$ cat src/rtl/sram_ctrl_if.sv
// Request/response bus between a requester and sram_ctrl.
// master = requester side, slave = controller side.
interface sram_ctrl_if #(
    parameter int ADDR_W = 8,
    parameter int DATA_W = 8
);
    logic              req_valid;
    logic              req_ready;
    logic              req_we;
    logic [ADDR_W-1:0] req_addr;
    logic [DATA_W-1:0] req_wdata;
    logic              rsp_valid;
    logic              rsp_we;
    logic [DATA_W-1:0] rsp_rdata;
    logic              rsp_err;

    modport master (
        output req_valid, req_we, req_addr, req_wdata,
        input  req_ready, rsp_valid, rsp_we, rsp_rdata, rsp_err
    );

    modport slave (
        input  req_valid, req_we, req_addr, req_wdata,
        output req_ready, rsp_valid, rsp_we, rsp_rdata, rsp_err
    );
endinterface

$ cat src/rtl/sram_ctrl.sv
// Single-request sequencer for an asynchronous SRAM macro; all SRAM strobes registered.
// Optional write read-back verify: define SRAM_CTRL_WRVERIFY_EN.
//
// state    | meaning
// ---------+---------------------------------------------------------
// IDLE     | cs low, req_ready high, waiting for a request
// W_SETUP  | cs high, addr/din settling before the write pulse
// W_PULSE  | wr high for WR_PULSE cycles
// W_HOLD   | wr low, addr/din held; responds (or starts read-back)
// R_SETUP  | cs high, rd still high
// R_STROBE | rd low for RD_WAIT cycles; dout captured on the last edge
// R_DONE   | rd high, response pulse
module sram_ctrl #(
    parameter int ADDR_W   = 8,
    parameter int DATA_W   = 8,
    parameter int WR_PULSE = 2,
    parameter int RD_WAIT  = 2
) (
    input  logic              clk,
    input  logic              rst_n,
    sram_ctrl_if.slave        bus,
    output logic              sram_cs,
    output logic              sram_wr,
    output logic              sram_rd,
    output logic [ADDR_W-1:0] sram_addr,
    output logic [DATA_W-1:0] sram_din,
    input  logic [DATA_W-1:0] sram_dout
);

    localparam int MAX_WAIT = (WR_PULSE > RD_WAIT) ? WR_PULSE : RD_WAIT;
    localparam int CNT_W    = (MAX_WAIT > 1) ? $clog2(MAX_WAIT) : 1;
    localparam logic [CNT_W-1:0] WR_LOAD = CNT_W'(WR_PULSE - 1);
    localparam logic [CNT_W-1:0] RD_LOAD = CNT_W'(RD_WAIT - 1);
    localparam logic [CNT_W-1:0] CNT_ONE = CNT_W'(1);

    typedef enum logic [2:0] {
        IDLE, W_SETUP, W_PULSE, W_HOLD, R_SETUP, R_STROBE, R_DONE
    } state_t;

    state_t            state;
    logic [CNT_W-1:0]  cnt;
    logic              we_q;
    logic              rsp_valid_q;
    logic              rsp_we_q;
    logic [DATA_W-1:0] rsp_rdata_q;
`ifdef SRAM_CTRL_WRVERIFY_EN
    logic              err_q;
`endif

    assign bus.req_ready = (state == IDLE);
    assign bus.rsp_valid = rsp_valid_q;
    assign bus.rsp_we    = rsp_we_q;
    assign bus.rsp_rdata = rsp_rdata_q;
`ifdef SRAM_CTRL_WRVERIFY_EN
    assign bus.rsp_err   = err_q;
`else
    assign bus.rsp_err   = 1'b0;
`endif

    always_ff @(posedge clk) begin
        if (!rst_n) begin
            state       <= IDLE;
            cnt         <= '0;
            we_q        <= 1'b0;
            sram_cs     <= 1'b0;
            sram_wr     <= 1'b0;
            sram_rd     <= 1'b1;
            sram_addr   <= '0;
            sram_din    <= '0;
            rsp_valid_q <= 1'b0;
            rsp_we_q    <= 1'b0;
            rsp_rdata_q <= '0;
`ifdef SRAM_CTRL_WRVERIFY_EN
            err_q       <= 1'b0;
`endif
        end else begin
            case (state)
                IDLE: begin
                    if (bus.req_valid) begin
                        // sram_addr/sram_din double as the request register
                        sram_addr <= bus.req_addr;
                        sram_din  <= bus.req_wdata;
                        we_q      <= bus.req_we;
                        sram_cs   <= 1'b1;
                        cnt       <= '0;
                        state     <= bus.req_we ? W_SETUP : R_SETUP;
                    end
                end
                W_SETUP: begin
                    sram_wr <= 1'b1;
                    cnt     <= WR_LOAD;
                    state   <= W_PULSE;
                end
                W_PULSE: begin
                    if (cnt == '0) begin
                        sram_wr <= 1'b0;
                        state   <= W_HOLD;
`ifndef SRAM_CTRL_WRVERIFY_EN
                        rsp_valid_q <= 1'b1;
                        rsp_we_q    <= 1'b1;
`endif
                    end else begin
                        cnt <= cnt - CNT_ONE;
                    end
                end
                W_HOLD: begin
                    cnt <= '0;
`ifdef SRAM_CTRL_WRVERIFY_EN
                    state <= R_SETUP;
`else
                    rsp_valid_q <= 1'b0;
                    sram_cs     <= 1'b0;
                    state       <= IDLE;
`endif
                end
                R_SETUP: begin
                    sram_rd <= 1'b0;
                    cnt     <= RD_LOAD;
                    state   <= R_STROBE;
                end
                R_STROBE: begin
                    if (cnt == '0) begin
                        sram_rd     <= 1'b1;
                        rsp_rdata_q <= sram_dout;
                        rsp_valid_q <= 1'b1;
                        rsp_we_q    <= we_q;
`ifdef SRAM_CTRL_WRVERIFY_EN
                        err_q       <= we_q && (sram_dout != sram_din);
`endif
                        state       <= R_DONE;
                    end else begin
                        cnt <= cnt - CNT_ONE;
                    end
                end
                R_DONE: begin
                    rsp_valid_q <= 1'b0;
`ifdef SRAM_CTRL_WRVERIFY_EN
                    err_q       <= 1'b0;
`endif
                    sram_cs     <= 1'b0;
                    cnt         <= '0;
                    state       <= IDLE;
                end
                default: begin
                    sram_cs <= 1'b0;
                    sram_wr <= 1'b0;
                    sram_rd <= 1'b1;
                    state   <= IDLE;
                end
            endcase
        end
    end

endmodule
$ cat src/flat_wrapper.sv
// flat-port wrapper written by rule: the top's interface ports become plain ports
module sram_ctrl_flat 
#(
    parameter int ADDR_W   = 8,
    parameter int DATA_W   = 8,
    parameter int WR_PULSE = 2,
    parameter int RD_WAIT  = 2
)
  (clk, rst_n, sram_cs, sram_wr, sram_rd, sram_addr, sram_din, sram_dout, bus_req_valid, bus_req_we, bus_req_addr, bus_req_wdata, bus_req_ready, bus_rsp_valid, bus_rsp_we, bus_rsp_rdata, bus_rsp_err);
  sram_ctrl_if #(.ADDR_W(ADDR_W), .DATA_W(DATA_W)) bus_i ();
  input  logic clk;
  input  logic rst_n;
  output logic sram_cs;
  output logic sram_wr;
  output logic sram_rd;
  output logic [ADDR_W-1:0] sram_addr;
  output logic [DATA_W-1:0] sram_din;
  input  logic [DATA_W-1:0] sram_dout;
  input wire logic [$bits(bus_i.req_valid)-1:0] bus_req_valid;
  input wire logic [$bits(bus_i.req_we)-1:0] bus_req_we;
  input wire logic [$bits(bus_i.req_addr)-1:0] bus_req_addr;
  input wire logic [$bits(bus_i.req_wdata)-1:0] bus_req_wdata;
  output wire logic [$bits(bus_i.req_ready)-1:0] bus_req_ready;
  output wire logic [$bits(bus_i.rsp_valid)-1:0] bus_rsp_valid;
  output wire logic [$bits(bus_i.rsp_we)-1:0] bus_rsp_we;
  output wire logic [$bits(bus_i.rsp_rdata)-1:0] bus_rsp_rdata;
  output wire logic [$bits(bus_i.rsp_err)-1:0] bus_rsp_err;
  assign bus_i.req_valid = bus_req_valid;
  assign bus_i.req_we = bus_req_we;
  assign bus_i.req_addr = bus_req_addr;
  assign bus_i.req_wdata = bus_req_wdata;
  assign bus_req_ready = bus_i.req_ready;
  assign bus_rsp_valid = bus_i.rsp_valid;
  assign bus_rsp_we = bus_i.rsp_we;
  assign bus_rsp_rdata = bus_i.rsp_rdata;
  assign bus_rsp_err = bus_i.rsp_err;
  sram_ctrl #(.ADDR_W(ADDR_W), .DATA_W(DATA_W), .WR_PULSE(WR_PULSE), .RD_WAIT(RD_WAIT)) u_core (.clk(clk), .rst_n(rst_n), .bus(bus_i), .sram_cs(sram_cs), .sram_wr(sram_wr), .sram_rd(sram_rd), .sram_addr(sram_addr), .sram_din(sram_din), .sram_dout(sram_dout));
endmodule
$ cat config.mk
export PLATFORM = sky130hd
export DESIGN_NAME = sram_ctrl_flat
export DESIGN_NICKNAME = d
export VERILOG_FILES = /design/src/rtl/sram_ctrl_if.sv /design/src/rtl/sram_ctrl.sv /design/src/flat_wrapper.sv
export SDC_FILE = /design/constraint.sdc
export NUM_CORES = 1
export LEC_CHECK = 0
export ABC_AREA = 1
export CAP_MARGIN = 15
export CORE_AREA = 4 4 61 63
export CTS_CLUSTER_DIAMETER = 120
export DETAILED_ROUTE_END_ITERATION = 10
export DIE_AREA = 0 0 65 67
export PLACE_DENSITY = 0.91
export SYNTH_ARGS = -nofsm -noshare
export SYNTH_HDL_FRONTEND = slang
export SYNTH_SLANG_ARGS = --single-unit
$ cat constraint.sdc
create_clock -name clk -period 4.3 [get_ports clk]
set_clock_uncertainty 0.15 [all_clocks]
set_input_delay 0.645 -clock clk [delete_from_list [all_inputs] [get_ports clk]]
set_output_delay 0.645 -clock clk [all_outputs]
set_load 0.005 [all_outputs]
# Word-level counts from Yosys, hierarchy flattened
# Index checks and enable logic that the tools add are counted.
[classes] n_mux=17 shift=0 div=0 eq_ne=10 bitwise=4 add_sub_neg=1 multipliers=0 n_lt_le_gt_ge=0 n_reduce_logical=19
[ops] op="3-bit one-hot mux with 5 select lines" n=1
[ops] op="2-bit AND reduction" n=7
[ops] op="3-bit 2-to-1 mux" n=4
[ops] op="5-bit OR reduction" n=2
[ops] op="3-bit equality test, second input constant" n=3
[ops] op="2-bit != test, second input constant" n=4
[ops] op="3-bit by 2-bit equality test with 1-bit output, second input constant" n=2
[ops] op="1-bit 2-to-1 mux" n=6
[ops] op="1-bit one-hot mux with 2 select lines" n=3
[ops] op="1-bit one-hot mux with 3 select lines" n=2
[ops] op="3-bit AND reduction" n=2
[ops] op="2-bit OR reduction" n=3
[ops] op="1-bit NOT" n=4
[ops] op="1-bit one-hot mux with 4 select lines" n=1
[ops] op="2-bit nonzero test" n=2
[ops] op="4-bit nonzero test" n=1
[ops] op="4-bit OR reduction" n=1
[ops] op="3-bit by 1-bit equality test with 1-bit output, second input constant" n=1
[ops] op="3-bit zero test" n=1
[ops] op="1-bit subtractor, second input constant" n=1
[word_totals] out_inout_bits=31 latch_bits=0 mem_bits_ro=0 word_cells=62 register_bits=34 n_memories=0 ram_bits=0

# Depth between registers and ports, before layout
# Gate-level depths: netlist of run 1.
[logic_depth] ltp_word=4 ltp_mapped=7

# Worst setup path before layout of run 1
# Ideal clock, no wire load.
[synth_path] path_kind="reg-to-output" from="register u_core.state[2]" to="output port bus_req_ready" required_time_ns=3.505 setup_slack_ns=2.557 path_buffers=2 arrival_time_ns=0.948 path_stages_with_launch=4 path_cell_list="dfxtp_1 > buf_6 > nor3_4 > buf_6"
[synth_via] elab_chain_cells=1
[synth_rtl] element="start: declaration" line="sram_ctrl.sv:40" source="state_t state;"
[synth_rtl] element="start signal: assignment" line="sram_ctrl.sv:86" source="state <= bus.req_we ? W_SETUP : R_SETUP;"
[synth_rtl] element="3-bit zero test" line="sram_ctrl.sv:50" source="assign bus.req_ready = (state == IDLE);"
[synth_rtl] element="end: declaration" line="flat_wrapper.sv:23" source="output wire logic [$bits(bus_i.req_ready)-1:0] bus_req_ready;"
# No other way between the ends.

# Final worst setup path of run 1
# Ends and elaborated chain as after synthesis.

==> results of run 1 <==
metrics by stage:
step / utilization, % / hold slack (ns) / setup WS [ns] / instances / area (sq um)
2_1_floorplan: - / 0.2871 / 2.557 / 177 / 1383
3_3_place_gp: 59.70 / 0.2982 / 1.870 / 269 / 1929
3_5_place_dp: 59.70 / 0.3010 / 1.841 / 269 / 1929
4_1_cts: 61.56 / 0.3159 / 1.455 / 277 / 1989
5_1_grt: 61.56 / 0.3382 / 1.334 / 277 / 1989
6_report: 61.56 / 0.3160 / 1.459 / 277 / 1989
sequential cells by signal (all words and copies together), names as in the netlist:
signal,flops
u_core.bus.rsp_rdata,8
u_core.sram_addr,8
u_core.sram_din,8
u_core.state,3
u_core.bus.rsp_valid,1
u_core.bus.rsp_we,1
u_core.cnt,1
u_core.sram_cs,1
u_core.sram_rd,1
u_core.sram_wr,1
u_core.we_q,1
worst min path at each step:
| stage | depth (start not counted) | end | startpoint |
|---|---|---|---|
| 2_1_floorplan | 2 | u_core.we_q | u_core.we_q |
| 4_1_cts | 2 | u_core.sram_din[5] | u_core.sram_din[5] |
| 3_3_place_gp | 2 | u_core.sram_din[5] | u_core.sram_din[5] |
| 5_1_grt | 2 | u_core.sram_addr[3] | u_core.sram_addr[3] |
| 6_report | 2 | u_core.sram_addr[5] | u_core.sram_addr[5] |
| 3_5_place_dp | 2 | u_core.sram_din[5] | u_core.sram_din[5] |
synth_stat cells:
cell type   n
a21oi_1    24
o211ai_1    1
inv_2       1
nand2_1    29
nor2_1     23
o21ai_0    15
dfxtp_1    34
buf_4       2
conb_1      1
nand4_1     2
nor3_4      1
nand3_1    25
buf_6       4
clkbuf_1    3
nor2_4      1
buf_2       2
nand2_4     1
a21oi_2     1
o31ai_1     1
inv_1       6
cells by family (layout without fill, tap and decap cells):
logic type             count (synthesis)  after routing
AOI/OAI and AO/OA                     42             42
other                                  1              1
DFF                                   34             34
buffers and inverters                 18             72
and+or+nand+nor                       82             82
placed cells by master, fill, tap and decap left out:
cell / instances
clkdlybuf4s50_1: 57
dfxtp_1: 34
nand2_1: 29
nand3_1: 25
a21oi_1: 24
nor2_1: 23
o21ai_0: 15
inv_1: 6
clkbuf_4: 5
nand4_1: 2
nor3_4: 1
nor2_4: 1
inv_2: 1
nand2_4: 1
o211ai_1: 1
a21oi_2: 1
o31ai_1: 1
conb_1: 1
clkbuf_8: 1
clkbuf_1: 1
clkinv_2: 1
final cells by class:
| cell class | instances | area share (%) |
|---|---|---|
| Clock inverter | 1 | 0.2516 |
| Multi-Input combinational cell | 125 | 29.87 |
| Sequential cell | 34 | 34.21 |
| Timing Repair Buffer | 57 | 28.68 |
| Clock buffer | 7 | 2.767 |
| Inverter | 7 | 1.321 |
| Tap cell | 46 | 2.893 |
layer usage:
layer / track usage, % / vias up / routed length (um) / share of wire [%]
met2: 27.59 / 44 / 1792 / 51
met3: 5.396 / 7 / 211 / 6.0
met1: 20.43 / 640 / 1456 / 41
met4: 6.069 / 0 / 52 / 1.5
met5: 0 / - / 0 / 0
li1: - / 700 / - / -
power by group through the flow:
stage	combinational (mW)	clock [mW]	sequential, mW
2_1_floorplan	0.131	0	0.377
3_3_place_gp	0.209	0	0.384
3_5_place_dp	0.213	0	0.385
4_1_cts	0.214	0.187	0.379
5_1_grt	0.237	0.201	0.385
6_report	0.213	0.183	0.379
critical path: stages (launching register included):
cell and delay, ns:
dfxtp_1 0.42, nor3_4 0.66, clkdlybuf4s50_1 0.63
==> results.yml, run 1 <==
timing:
  drv_slew: 0
  hold_viol_final: 0
  worst_slew_pin_slew_ns: 0.7295
  period_needed_ns: 2.841
  finalSetupViolations: 0
  fin_crit_sh_pct: 66.06
  relSlewSlack_pct: 51.31
  fin_tns_setup_ns: 0
  fmax_ghz: 0.3520
  rsz0062_at_grt: "false"
global_routing:
  antenna_found_initial: 0
  grt_pass1_vias: 1240
  grt_usage_pct: 16.77
  grt-ovfl-total: 0
  grt_max_degree: 24
  grt_pass1_wl_mm: 5.595
yosys:
  synth_xor_area_share_pct: 0
  synth_mux_area_share_pct: 0
  synth.top_cell.area_share_pct: 49.23
  synthCells: 177
  syn_area_per_cell_sq_um: 7.811
  syn_area_sq_mm: 0.001383
  yosys_warnings: 0
  synth-seq-cells: 34
  syn_nets: 205
  synth_compound_area_share_pct: 15.84
  synth_top_family_by_area: "simple AND/OR/NAND/NOR gates"
  synth-simple-area-share_pct: 26.88
  ys_types: 20
  yosysSeqAreaShare_pct: 49.23
  synthAdderAreaFrac_pct: 0
  yosysTopAreaCell: "dfxtp_1"
  synthTopCellsByArea: "dfxtp_1 (49%), nand3_1 (9.0%), a21oi_1 (8.7%), nand2_1 (7.9%), nor2_1 (6.2%)"
clock_tree:
  clockBufferDepth: 2
  ctsResizeCount: 0
  clock_latency_ns: 0.33
  postCtsSetupBuffers: 0
  root_buffer: "clkbuf_4"
  clkTransAtPathRegs_ns: 0.10
  cts_made_buffers: 5
  htree_levels: 2
  clkSinkCount: 34
  cts_hold_buf: 0
  cts_tree: "built"
setup_path:
  reg2reg_from: "u_core.state[2]"
  startpoint: "u_core.state[2]"
  crit_required_ns: 3.50
  end_kind: "output pin"
  crit_path_end: "bus_req_ready"
  r2r_slack_ns: 2.42
  path_class: "reg -> out"
  critPathArrivalTime_ns: 2.05
  r2r_cells: 4
  r2r_end: "u_core.sram_din[7]"
  crit_path_start_kind: "flop"
  cp_max_fo: 19
floorplan:
  die_w_um: 65
  core_sq_mm: 0.003232
  fp-row-count: 21
  initial_core_util_pct: 42.78
  dieArea_sq_mm: 0.004355
  num_io_pins: 59
  die_h_um: 67
pwr:
  power_frac_clock_pct: 23.6
  p_per_area_mw_per_mm2: 389.7
  swShare_pct: 30.40
  seq_power_share_pct: 48.9
  p_switching_mw: 0.2357
  irDropWorstVdd_v: 0.0002149
  cellLeakagePower_nw: 0.7564
  p_int_mw: 0.5396
  power_mw: 0.7753
  comb_power_share_pct: 27.5
finish:
  drive_gt1_share_pct: 5.195
  nets: 258
  regArea_sq_um: 680.7
  fillers: 287
  diodes: 0
  multi_input_area_sq_um: 594.3
  area_growth_pct: 43.89
routing:
  wl_mm: 3.512
  initialDrtViolationCount: 59
  wl_per_cell_um: 12.68
  vias_per_cell: 5.022
  drc_errors: 0
  ant_nets: 0
  drt_pass1_iterations: 4
  vias: 1391
status:
  status: "completed"
placement:
  place_hpwl_mm: 2.572
  place.gp.congestion: 0.8080
  port-buffer-count: 57
worst_hold_path:
  min_path_type: "reg -> reg"
run:
  maxCapViolCount: 0
Power figures use the tool's default switching activity.
==> run 2, diff against run 1 <==
--- a/config.mk
+++ b/config.mk
@@ -7,11 +7,11 @@
 export LEC_CHECK = 0
 export ABC_AREA = 1
 export CAP_MARGIN = 15
-export CORE_AREA = 4 4 61 63
+export CORE_AREA = 4 4 64 66
 export CTS_CLUSTER_DIAMETER = 120
 export DETAILED_ROUTE_END_ITERATION = 10
-export DIE_AREA = 0 0 65 67
-export PLACE_DENSITY = 0.91
+export DIE_AREA = 0 0 68 70
+export PLACE_DENSITY = 0.84
 export SYNTH_ARGS = -nofsm -noshare
 export SYNTH_HDL_FRONTEND = slang
 export SYNTH_SLANG_ARGS = --single-unit
==> constraint.sdc (replaced) <==
create_clock -name clk -period 2.67 [get_ports clk]
set_clock_uncertainty 0.15 [all_clocks]
set_input_delay 0.4005 -clock clk [delete_from_list [all_inputs] [get_ports clk]]
set_output_delay 0.4005 -clock clk [all_outputs]
set_load 0.005 [all_outputs]
==> results.yml, run 2 (synthesis results as in run 1) <==
status:
  status: "completed"
placement:
  place.gp.congestion: 0.8173
  port-buffer-count: 57
  place_area_sq_mm: 0.001954
  place_hpwl_mm: 2.513
  dp.cells: 274
  place_ws_ns: 0.7464
timing:
  fin_tns_setup_ns: 0
  finalSetupViolations: 0
  period_needed_ns: 2.078
  hold_viol_final: 0
  drv_slew: 0
  holdWs_ns: 0.3150
  fin_crit_sh_pct: 77.83
  fmax_ghz: 0.4812
  rsz0062_at_grt: "false"
  worst_slack_ns: 0.5921
routing:
  wl_per_cell_um: 12.25
  vias: 1367
  initialDrtViolationCount: 78
  ant_nets: 0
  wl_mm: 3.455
  vias_per_cell: 4.848
  drc_errors: 0
  drt_pass1_iterations: 5
pwr:
  p_int_mw: 0.8769
  comb_power_share_pct: 28.1
  p_switching_mw: 0.3814
  power_mw: 1.258
  irDropWorstVdd_v: 0.0003036
  seq_power_share_pct: 48.5
  swShare_pct: 30.31
  power_frac_clock_pct: 23.4
  cellLeakagePower_nw: 0.7706
  p_per_area_mw_per_mm2: 624.6
global_routing:
  use_met2_pct: 23.55
  grt_pass1_wl_mm: 5.609
  grt_usage_pct: 15.18
  use_met3_pct: 3.055
  grt_pass1_vias: 1245
  grt_max_degree: 24
  grt-ovfl-total: 0
  grt_util_met1_pct: 19.07
  busiest_layer: "met2"
  antenna_found_initial: 0
finish:
  final_util_pct: 56.29
  fillers: 341
  stdcell_count: 282
  area_growth_pct: 45.70
  diodes: 0
  nets: 261
  final_common_cell: "clkdlybuf4s50_1"
  final_area_sq_mm: 0.002014
  drive_gt1_share_pct: 6.410
  final_cell_mix: "clkdlybuf4s50_1 (57), dfxtp_1 (34), nand2_1 (29)"
clock_tree:
  htree_levels: 2
  clkTransAtPathRegs_ns: 0.10
  clockBufferDepth: 2
  cts_made_buffers: 5
  ctsResizeCount: 0
  postCtsSetupBuffers: 0
  cts_tree: "built"
  clkSinkCount: 34
  root_buffer: "clkbuf_4"
  cts_hold_buf: 0
  clock_latency_ns: 0.34
run:
  maxCapViolCount: 0
setup_path:
  critical_path.top_delay_family: "buffers and inverters"
  path_buf_inv: 1
  crit_path_start_kind: "flop"
  end_kind: "output pin"
  path_class: "reg -> out"
  crit_required_ns: 2.12
  slowest_stage: "clkdlybuf4s50_1"
  critPathArrivalTime_ns: 1.53
  cp_max_fo: 9
  path_cells: "nor3_4 > clkdlybuf4s50_1"
  critical-path-max-stage-delay_ns: 0.54
floorplan:
  dieArea_sq_mm: 0.004760
  initial_core_util_pct: 38.64
  core_sq_mm: 0.003578
  num_io_pins: 59
  die_w_um: 68
  die_h_um: 70
  fp-row-count: 22
worst_hold_path:
  min_path_type: "reg -> reg"
-- run 2: cell count changes in the layout (fill, tap and decap cells not counted) --
cell   before  now
buf_4       0    3
-- run 2: path summary, 6_finish.rpt --
check	start	endpoint	slack, ns	cells after the start
worst max-delay path	u_core.state[2]	bus_req_ready	0.59	2
worst min register to register	u_core.sram_din[7]	u_core.sram_din[7]	0.31	2
worst max register to register	u_core.state[0]	u_core.state[1]	1.04	6
worst min-delay path	u_core.sram_din[7]	u_core.sram_din[7]	0.31	2
-- run 2: final cells by class --
cell class | instances | area (sq um) | area share (%)
repair buffers | 60 | 593.1 | 29.44
inverters | 7 | 26.28 | 1.304
clock inverters | 1 | 5.005 | 0.2484
flip-flops and latches | 34 | 680.7 | 33.79
well taps | 48 | 60.06 | 2.981
multi-input cells | 125 | 594.3 | 29.50
clock buffers | 7 | 55.05 | 2.733
-- run 2: layer usage --
metal	share of wire, %	wire length [um]	up-vias
met2	50	1744	44
li1	-	-	706
met4	2.7	92	0
met1	42	1454	609
met5	0	0	-
met3	4.7	163	8
-- run 2: worst min-delay path, cell delays in order (launching register included) --
cell	delay, ns
dfxtp_1	0.32
nand2_1	0.06
a21oi_1	0.05
-- run 2: power groups by stage --
stage | Clock, mW | Combinational (mW) | Sequential, mW
detailed placement | 0 | 0.355 | 0.620
CTS | 0.307 | 0.357 | 0.610
finish | 0.294 | 0.353 | 0.611
floorplan | 0 | 0.210 | 0.608
global route | 0.326 | 0.387 | 0.620
global placement | 0 | 0.350 | 0.620
==> run 3, diff against run 2 <==
--- a/config.mk
+++ b/config.mk
@@ -7,11 +7,11 @@
 export LEC_CHECK = 0
 export ABC_AREA = 1
 export CAP_MARGIN = 15
-export CORE_AREA = 4 4 64 66
+export CORE_AREA = 4 4 67 69
 export CTS_CLUSTER_DIAMETER = 120
 export DETAILED_ROUTE_END_ITERATION = 10
-export DIE_AREA = 0 0 68 70
-export PLACE_DENSITY = 0.84
+export DIE_AREA = 0 0 71 73
+export PLACE_DENSITY = 0.8
 export SYNTH_ARGS = -nofsm -noshare
 export SYNTH_HDL_FRONTEND = slang
 export SYNTH_SLANG_ARGS = --single-unit
==> constraint.sdc (replaced) <==
create_clock -name clk -period 1.9 [get_ports clk]
set_clock_uncertainty 0.15 [all_clocks]
set_input_delay 0.285 -clock clk [delete_from_list [all_inputs] [get_ports clk]]
set_output_delay 0.285 -clock clk [all_outputs]
set_load 0.005 [all_outputs]
==> results.yml, run 3 (synthesis results as in run 1) <==
status:
  status: "completed"
timing:
  drv_slew: 0
  fin_tns_setup_ns: 0
  period_needed_ns: 1.844
  hold_viol_final: 0
  fin_crit_sh_pct: 97.07
  rsz0062_at_grt: "false"
  fmax_ghz: 0.5422
  finalSetupViolations: 0
finish:
  fillers: 386
  final_area_sq_mm: 0.002058
  final_cell_mix: "clkdlybuf4s50_1 (57), dfxtp_1 (31), nand2_1 (29)"
  area_growth_pct: 48.87
  final_common_cell: "clkdlybuf4s50_1"
  nets: 262
  regArea_sq_um: 684.4
  drive_gt1_share_pct: 8.511
  multi_input_area_sq_um: 594.3
  stdcell_count: 285
  diodes: 0
floorplan:
  fp-row-count: 23
  die_w_um: 71
  dieArea_sq_mm: 0.005183
  num_io_pins: 59
  initial_core_util_pct: 35.33
  die_h_um: 73
  core_sq_mm: 0.003914
setup_path:
  cp_max_fo: 9
  critPathArrivalTime_ns: 1.41
  critical-path-max-stage-delay_ns: 0.54
  path_class: "reg -> out"
  crit_path_start_kind: "flop"
  end_kind: "output pin"
  path_cells: "nor3_4 > clkdlybuf4s50_1"
  slowest_stage: "clkdlybuf4s50_1"
  crit_required_ns: 1.46
clock_tree:
  cts_hold_buf: 0
  clockBufferDepth: 2
  clock_latency_ns: 0.28
  cts_made_buffers: 5
  cts_tree: "built"
  htree_levels: 2
  root_buffer: "clkbuf_8"
  clkSinkCount: 34
  clkTransAtPathRegs_ns: 0.07
pwr:
  irDropWorstVdd_v: 0.0006179
  comb_power_share_pct: 26.6
  p_int_mw: 1.315
  p_per_area_mw_per_mm2: 911.9
  power_mw: 1.877
  power_frac_clock_pct: 27.5
  cellLeakagePower_nw: 0.7854
  seq_power_share_pct: 45.9
  swShare_pct: 29.94
  p_switching_mw: 0.5619
routing:
  initialDrtViolationCount: 52
  vias: 1384
  drt_pass1_iterations: 7
  vias_per_cell: 4.856
  wl_per_cell_um: 12.34
  ant_nets: 0
  drc_errors: 0
  wl_mm: 3.517
global_routing:
  grt_pass1_vias: 1319
  grt_max_degree: 24
  grt-ovfl-total: 0
  grt_usage_pct: 13.88
  grt_pass1_wl_mm: 5.727
  antenna_found_initial: 0
placement:
  port-buffer-count: 57
  dp.cells: 277
  place.gp.congestion: 0.7960
  place_hpwl_mm: 2.552
  place_area_sq_mm: 0.001964
worst_hold_path:
  min_path_type: "reg -> reg"
run:
  maxCapViolCount: 0
## run 3: power groups by stage
stage          combinational [mW]  sequential, mW  clock [mW]
2_1_floorplan               0.296           0.854           0
3_3_place_gp                0.492           0.873           0
3_5_place_dp                0.501           0.872           0
4_1_cts                     0.503           0.859       0.531
5_1_grt                     0.549           0.874       0.558
6_report                    0.499           0.861       0.517
## run 3: worst max-delay path: cells and delay by family (launching register included)
kind / cells / cell delay [ns]
and+or+nand+nor: 1 / 0.21
buffers and inverters: 1 / 0.54
DFF: 1 / 0.38
## run 3: path summary, 6_finish.rpt
check / startpoint / endpoint / slack (ns) / cells after the start
setup reg to reg: u_core.state[1] / u_core.bus.rsp_we / 0.45 / 6
hold reg to reg: u_core.sram_addr[5] / u_core.sram_addr[5] / 0.31 / 2
setup / recovery: u_core.state[2] / bus_req_ready / 0.06 / 2
hold / removal: u_core.sram_addr[5] / u_core.sram_addr[5] / 0.31 / 2
## run 3: routing by layer
| layer | global-route usage, % | part of all wire (%) | vias up |
|---|---|---|---|
| met2 | 23.58 | 50 | 43 |
| met3 | 3.030 | 6.3 | 5 |
| met4 | 7.516 | 1.6 | 0 |
| met1 | 16.33 | 42 | 631 |
| li1 | - | - | 705 |
| met5 | 0 | 0 | - |
## run 3: layout make-up
| type | instances | area share (%) |
|---|---|---|
| multi-input combinational | 125 | 28.88 |
| timing repair buffer | 61 | 29.18 |
| sequential | 34 | 33.25 |
| inverter | 7 | 1.277 |
| clock inverter | 3 | 1.033 |
| clock buffer | 5 | 3.343 |
| tap | 50 | 3.040 |
## run 3: through the flow
stage	utilization, %	worst slack [ns]	hold slack [ns]
6_report	52.59	0.05558	0.3130
5_1_grt	52.59	0.008032	0.3266
4_1_cts	52.53	0.02944	0.3131
3_5_place_dp	50.19	0.2737	0.3022
3_3_place_gp	50.19	0.3074	0.2983
2_1_floorplan	-	0.4719	0.2699
## run 3: timing repair
action | 4_1_cts | 5_1_grt
setup endpoints to repair | 1 | 1
buffers inserted | 0 | 0
resized for setup | 1 | 2
pin swaps | 0 | 0
==> edit 1, RTL diff (flow settings as in run 3) <==
The option `SRAM_CTRL_WRVERIFY_EN` is turned on by a define.
--- a/src/rtl/sram_ctrl.sv
+++ b/src/rtl/sram_ctrl.sv
@@ -11,4 +11,6 @@
 // R_STROBE | rd low for RD_WAIT cycles; dout captured on the last edge
 // R_DONE   | rd high, response pulse
+`define SRAM_CTRL_WRVERIFY_EN
+
 module sram_ctrl #(
     parameter int ADDR_W   = 8,
Formal check against the unedited RTL: not equivalent (Yosys sat finds a counterexample within 10 cycles, from zero or initial values and one cycle with rst_n low).
==> edit 1 against run 3 <==
  * Register-to-register slack worse by 280 ps
  * Synthesized area up 10%
  * Worst setup slack gained 110 ps
  * Routed wire length increased by 11%
  * Cell area is 8.9% higher
  * Worst hold slack about the same
  * Critical endpoint is now u_core.sram_din[0]
  * Non-clock buffer count grew 2
  * Sequential cell count up 1
  * Utilization grew 4.7 points
Power is not compared: it rests on default switching activity, and its combinational part moved more than twofold at a synthesized area within 25%.
==> edit 1: results (changes against run 3) <==
- Outcome: complete, no violations
- GP Congestion: 0.855 (+7.4%)
- Register area share after synthesis: 45.9% (-3.4 points)
- PwrDens: between 1000 and 1500 nW/um^2
- Post-Route WL: 3.89 mm (+11%)
- Yosys cell types: 22 (+10%)
- Vias in the first global route: 1422 (+7.8%)
- Post-synth top cells: nand2_1, dfxtp_1, a21oi_1, nand3_1
- R2R cell count: 7 (+1)
- Number of DRC markers in iteration 0: 91 (+75%)
- CP Max Fanout: 23 (+14)
- Cell count after placement: 305 (+10%)
- Delay-heaviest family, CP: simple AND/OR/NAND/NOR gates
- Worst r2r src: u_core.state[0]
- First-pass GRT wire length: 6.42 mm (+12%)
- HPWL after detailed placement: 2.91 mm (+14%)
- First drt pass iteration count: 4 (-3)
- Slowest cell on crit path: dfxtp_4
- Mean post-synth cell area: 7.53 um^2 (-3.7%)
- Final #Nets: 292 (+11%)
- Biggest cell delay along the critical path: 360 ps (-180 ps)
- Data arrival, critical path: 1730 ps (+320 ps)
- Worst setup path start: u_core.state[0]
- Via count: 1470 (+6.2%)
- Synth top area cells: dfxtp_1, nand2_1, a21oi_1
- Port Buffer Count: 58 (+1.8%)
- Share of cells above drive strength 1: 12.5% (+4.0 points)
- Cell Area, Placed: 2130 um^2 (+8.3%)
- Synthesized net count: 231 (+13%)
- Reg-to-reg setup timing slack: 170 ps (-280 ps)
[edit 1: area by class of cell]
type,count,area (um^2),area share [%]
Sequential cell,35,707,31.5
Multi-Input combinational cell,140,691,30.8
Timing Repair Buffer,63,621,27.7
Clock buffer,6,82.6,3.68
Inverter,19,73.8,3.29
Tap cell,50,62.6,2.79
Clock inverter,1,5.00,0.223
[edit 1: how the worst min path moves through the flow]
stage                         start                 endpoint  cells after the start  slack (ps)
6_report             u_core.sram_rd           u_core.sram_rd                      2         310
5_1_grt         u_core.sram_addr[3]      u_core.sram_addr[3]                      2         350
4_1_cts              u_core.sram_rd           u_core.sram_rd                      2         320
3_5_place_dp         u_core.sram_rd           u_core.sram_rd                      2         300
3_3_place_gp   u_core.bus.rsp_valid     u_core.bus.rsp_valid                      2         300
2_1_floorplan                 rst_n  u_core.bus.rsp_rdata[4]                      2         270
[edit 1: cell families (layout without fill, tap and decap cells)]
group	count (synthesis)	after routing	synth area share (%)
buffers and inverters	28	89	8.93
XOR/XNOR	4	4	2.29
AND/OR/NAND/NOR	91	91	26.4
AO/OA/AOI/OAI	45	45	16.5
flip-flops	35	35	45.9
[edit 1: what timing repair did]
item | in CTS | in global routing
resized for setup | 1 | 5
buffers inserted | 0 | 2
gates cloned | 0 | 0
endpoints found under the setup margin | 1 | 1
pin swaps | 0 | 1
[edit 1: routing by layer]
layer / track usage [%] / vias up / share of wire, %
li1: - / 772 / -
met1: 19.4 / 650 / 44
met2: 26.4 / 44 / 48
met3: 5.23 / 4 / 6.1
met4: 5.01 / 0 / 1.1
met5: 0 / - / 0
[edit 1: through the flow]
stage | setup WS (ps) | utilization, %
after floorplan | 558 | -
final | 168 | 57.3
after global placement | 170 | 54.4
after detailed placement | 86.6 | 54.4
after CTS | 0.472 | 56.6
after global routing | 93.6 | 57.3
==> edit 2, RTL diff (config.mk and constraints of run 3) <==
Without the edit above. The 7 states of `state_t` get a Gray code encoding in 3 bits.
--- a/src/rtl/sram_ctrl.sv
+++ b/src/rtl/sram_ctrl.sv
@@ -35,5 +35,5 @@
 
     typedef enum logic [2:0] {
-        IDLE, W_SETUP, W_PULSE, W_HOLD, R_SETUP, R_STROBE, R_DONE
+        IDLE = 3'b000, W_SETUP = 3'b001, W_PULSE = 3'b011, W_HOLD = 3'b010, R_SETUP = 3'b110, R_STROBE = 3'b111, R_DONE = 3'b101
     } state_t;
 
Formal check against the unedited RTL: same outputs for any inputs over 10 cycles, from zero or initial values and one cycle with rst_n low; not proved beyond that.
==> edit 2 against run 3 <==
  * Sequential share of layout area is 1.5 points lower
  * Worst setup slack improved by 210 ps
  * Synthesized area increased by 7.2%
  * Routed wire length fell by 0.94%
  * Worst hold slack improved by 2.7 ps
  * Count of clock-buffer cells in the layout is 2 higher
  * Sequential cell count unchanged
  * Cell area is 4.0% higher
  * Critical path type is now reg -> reg
  * Critical endpoint is now u_core.sram_addr[6]
  * Largest cell class unchanged
Power is not compared: it rests on default switching activity, and its combinational part moved more than twofold at a synthesized area within 25%.
==> edit 2: results (changes against run 3) <==
- Data arrival, critical path: 1650 ps (+240 ps)
- Tot GR Track Use: 14.4% (+0.48 points)
- Reg clk slew, reported paths: 70 ps (about the same)
- Vias in the first global route: 1324 (+0.38%)
- Largest net degree at the start of global routing: 22 (-8.3%)
- Post-synth top cells: nand2_1, dfxtp_1, nor2_1, a21oi_1
- Share of cells above drive strength 1: 14.6% (+6.1 points)
- CTS H-tree depth: 2 (unchanged)
- Yosys cell types: 25 (+25%)
- First drt pass iteration count: 4 (-3)
- Met1 Usage GRT: 17.3% (+1.0 points)
- Avg WL per Cell: 12.0 um (-2.6%)
- Asr flop ratio synth: 0% (unchanged)
- Outcome: complete, no violations
- GP Congestion: 0.824 (+3.5%)
- Final #Nets: 267 (+1.9%)
- GRT met2 Usage: 22.9% (-0.72 points)
- Synth top area cells: dfxtp_1, nand2_1, nand3_2
- Clk pwr share: 20.6%
- Fillers: 398 (+3.1%)
- Synthesized net count: 210 (+2.4%)
- Vias per cell: 4.85 (about the same)
- Delay-heaviest family, CP: simple AND/OR/NAND/NOR gates
- Biggest cell delay along the critical path: 400 ps (-140 ps)
- Slowest cell on crit path: dfxtp_1
- Worst slack at placement: 259 ps (-15.1 ps)
- Hold Crit Start: u_core.sram_addr[4]
- Leakage power: between 0.8 and 0.9 nW
- GR Util met3: 5.10% (+2.1 points)
- ANT cells: 0 (unchanged)
- Startpoint types: flop
- First-pass GRT wire length: 5.94 mm (+3.7%)
- Number of DRC markers in iteration 0: 41 (-21%)
- Register area share after synthesis: 45.9% (-3.3 points)
- CP Max Fanout: 19 (+10)
- HPWL after detailed placement: 2.62 mm (+2.6%)
-- edit 2: changes by cell type after synthesis, sizes merged, moves of 2 or more --
cell / change
nand2: +8
nand4: -2
inv: +2
o21ai: -2
nand3: -3
-- edit 2: timing repair --
item,4_1_cts,5_1_grt
setup buffers,0,0
endpoints found under the setup margin,0,1
gates resized for setup,0,1
-- edit 2: per-layer routing --
layer | vias to the layer above | part of all wire (%)
li1 | 709 | -
met2 | 59 | 46
met3 | 7 | 9.7
met5 | - | 0
met1 | 632 | 43
met4 | 0 | 1.5
-- edit 2: final cells by class --
cell class,instances,share of cell area [%]
clock buffer,7,4.03
clock inverter,1,0.234
inverter,9,1.58
multi-input combinational,127,30.9
sequential,34,31.8
tap,50,2.92
timing repair buffer,62,28.5
-- edit 2: cells by family (layout without fill, tap and decap cells) --
logic type | after synthesis | after routing | synth area share, %
other | 1 | 1 | 0.253
buffers and inverters | 21 | 79 | 9.45
AO/OA/AOI/OAI | 40 | 40 | 16.0
AND/OR/NAND/NOR | 86 | 86 | 28.4
flip-flops | 34 | 34 | 45.9
-- edit 2: stage by stage --
step / area, um^2 / std cells / hold WS [ps] / util (%)
5_1_grt: 2140 / 290 / 340 / 54.7
6_report: 2140 / 290 / 316 / 54.7
3_3_place_gp: 2050 / 282 / 303 / 52.3
2_1_floorplan: 1480 / 182 / 283 / -
4_1_cts: 2140 / 290 / 317 / 54.6
3_5_place_dp: 2050 / 282 / 306 / 52.3
-- edit 2: final timing paths --
check | slack (ps) | cells after the start | endpoint
hold reg to reg | 320 | 2 | u_core.sram_addr[4]
setup reg to reg | 270 | 5 | u_core.sram_addr[6]
setup / recovery | 270 | 5 | u_core.sram_addr[6]
hold / removal | 320 | 2 | u_core.sram_addr[4]
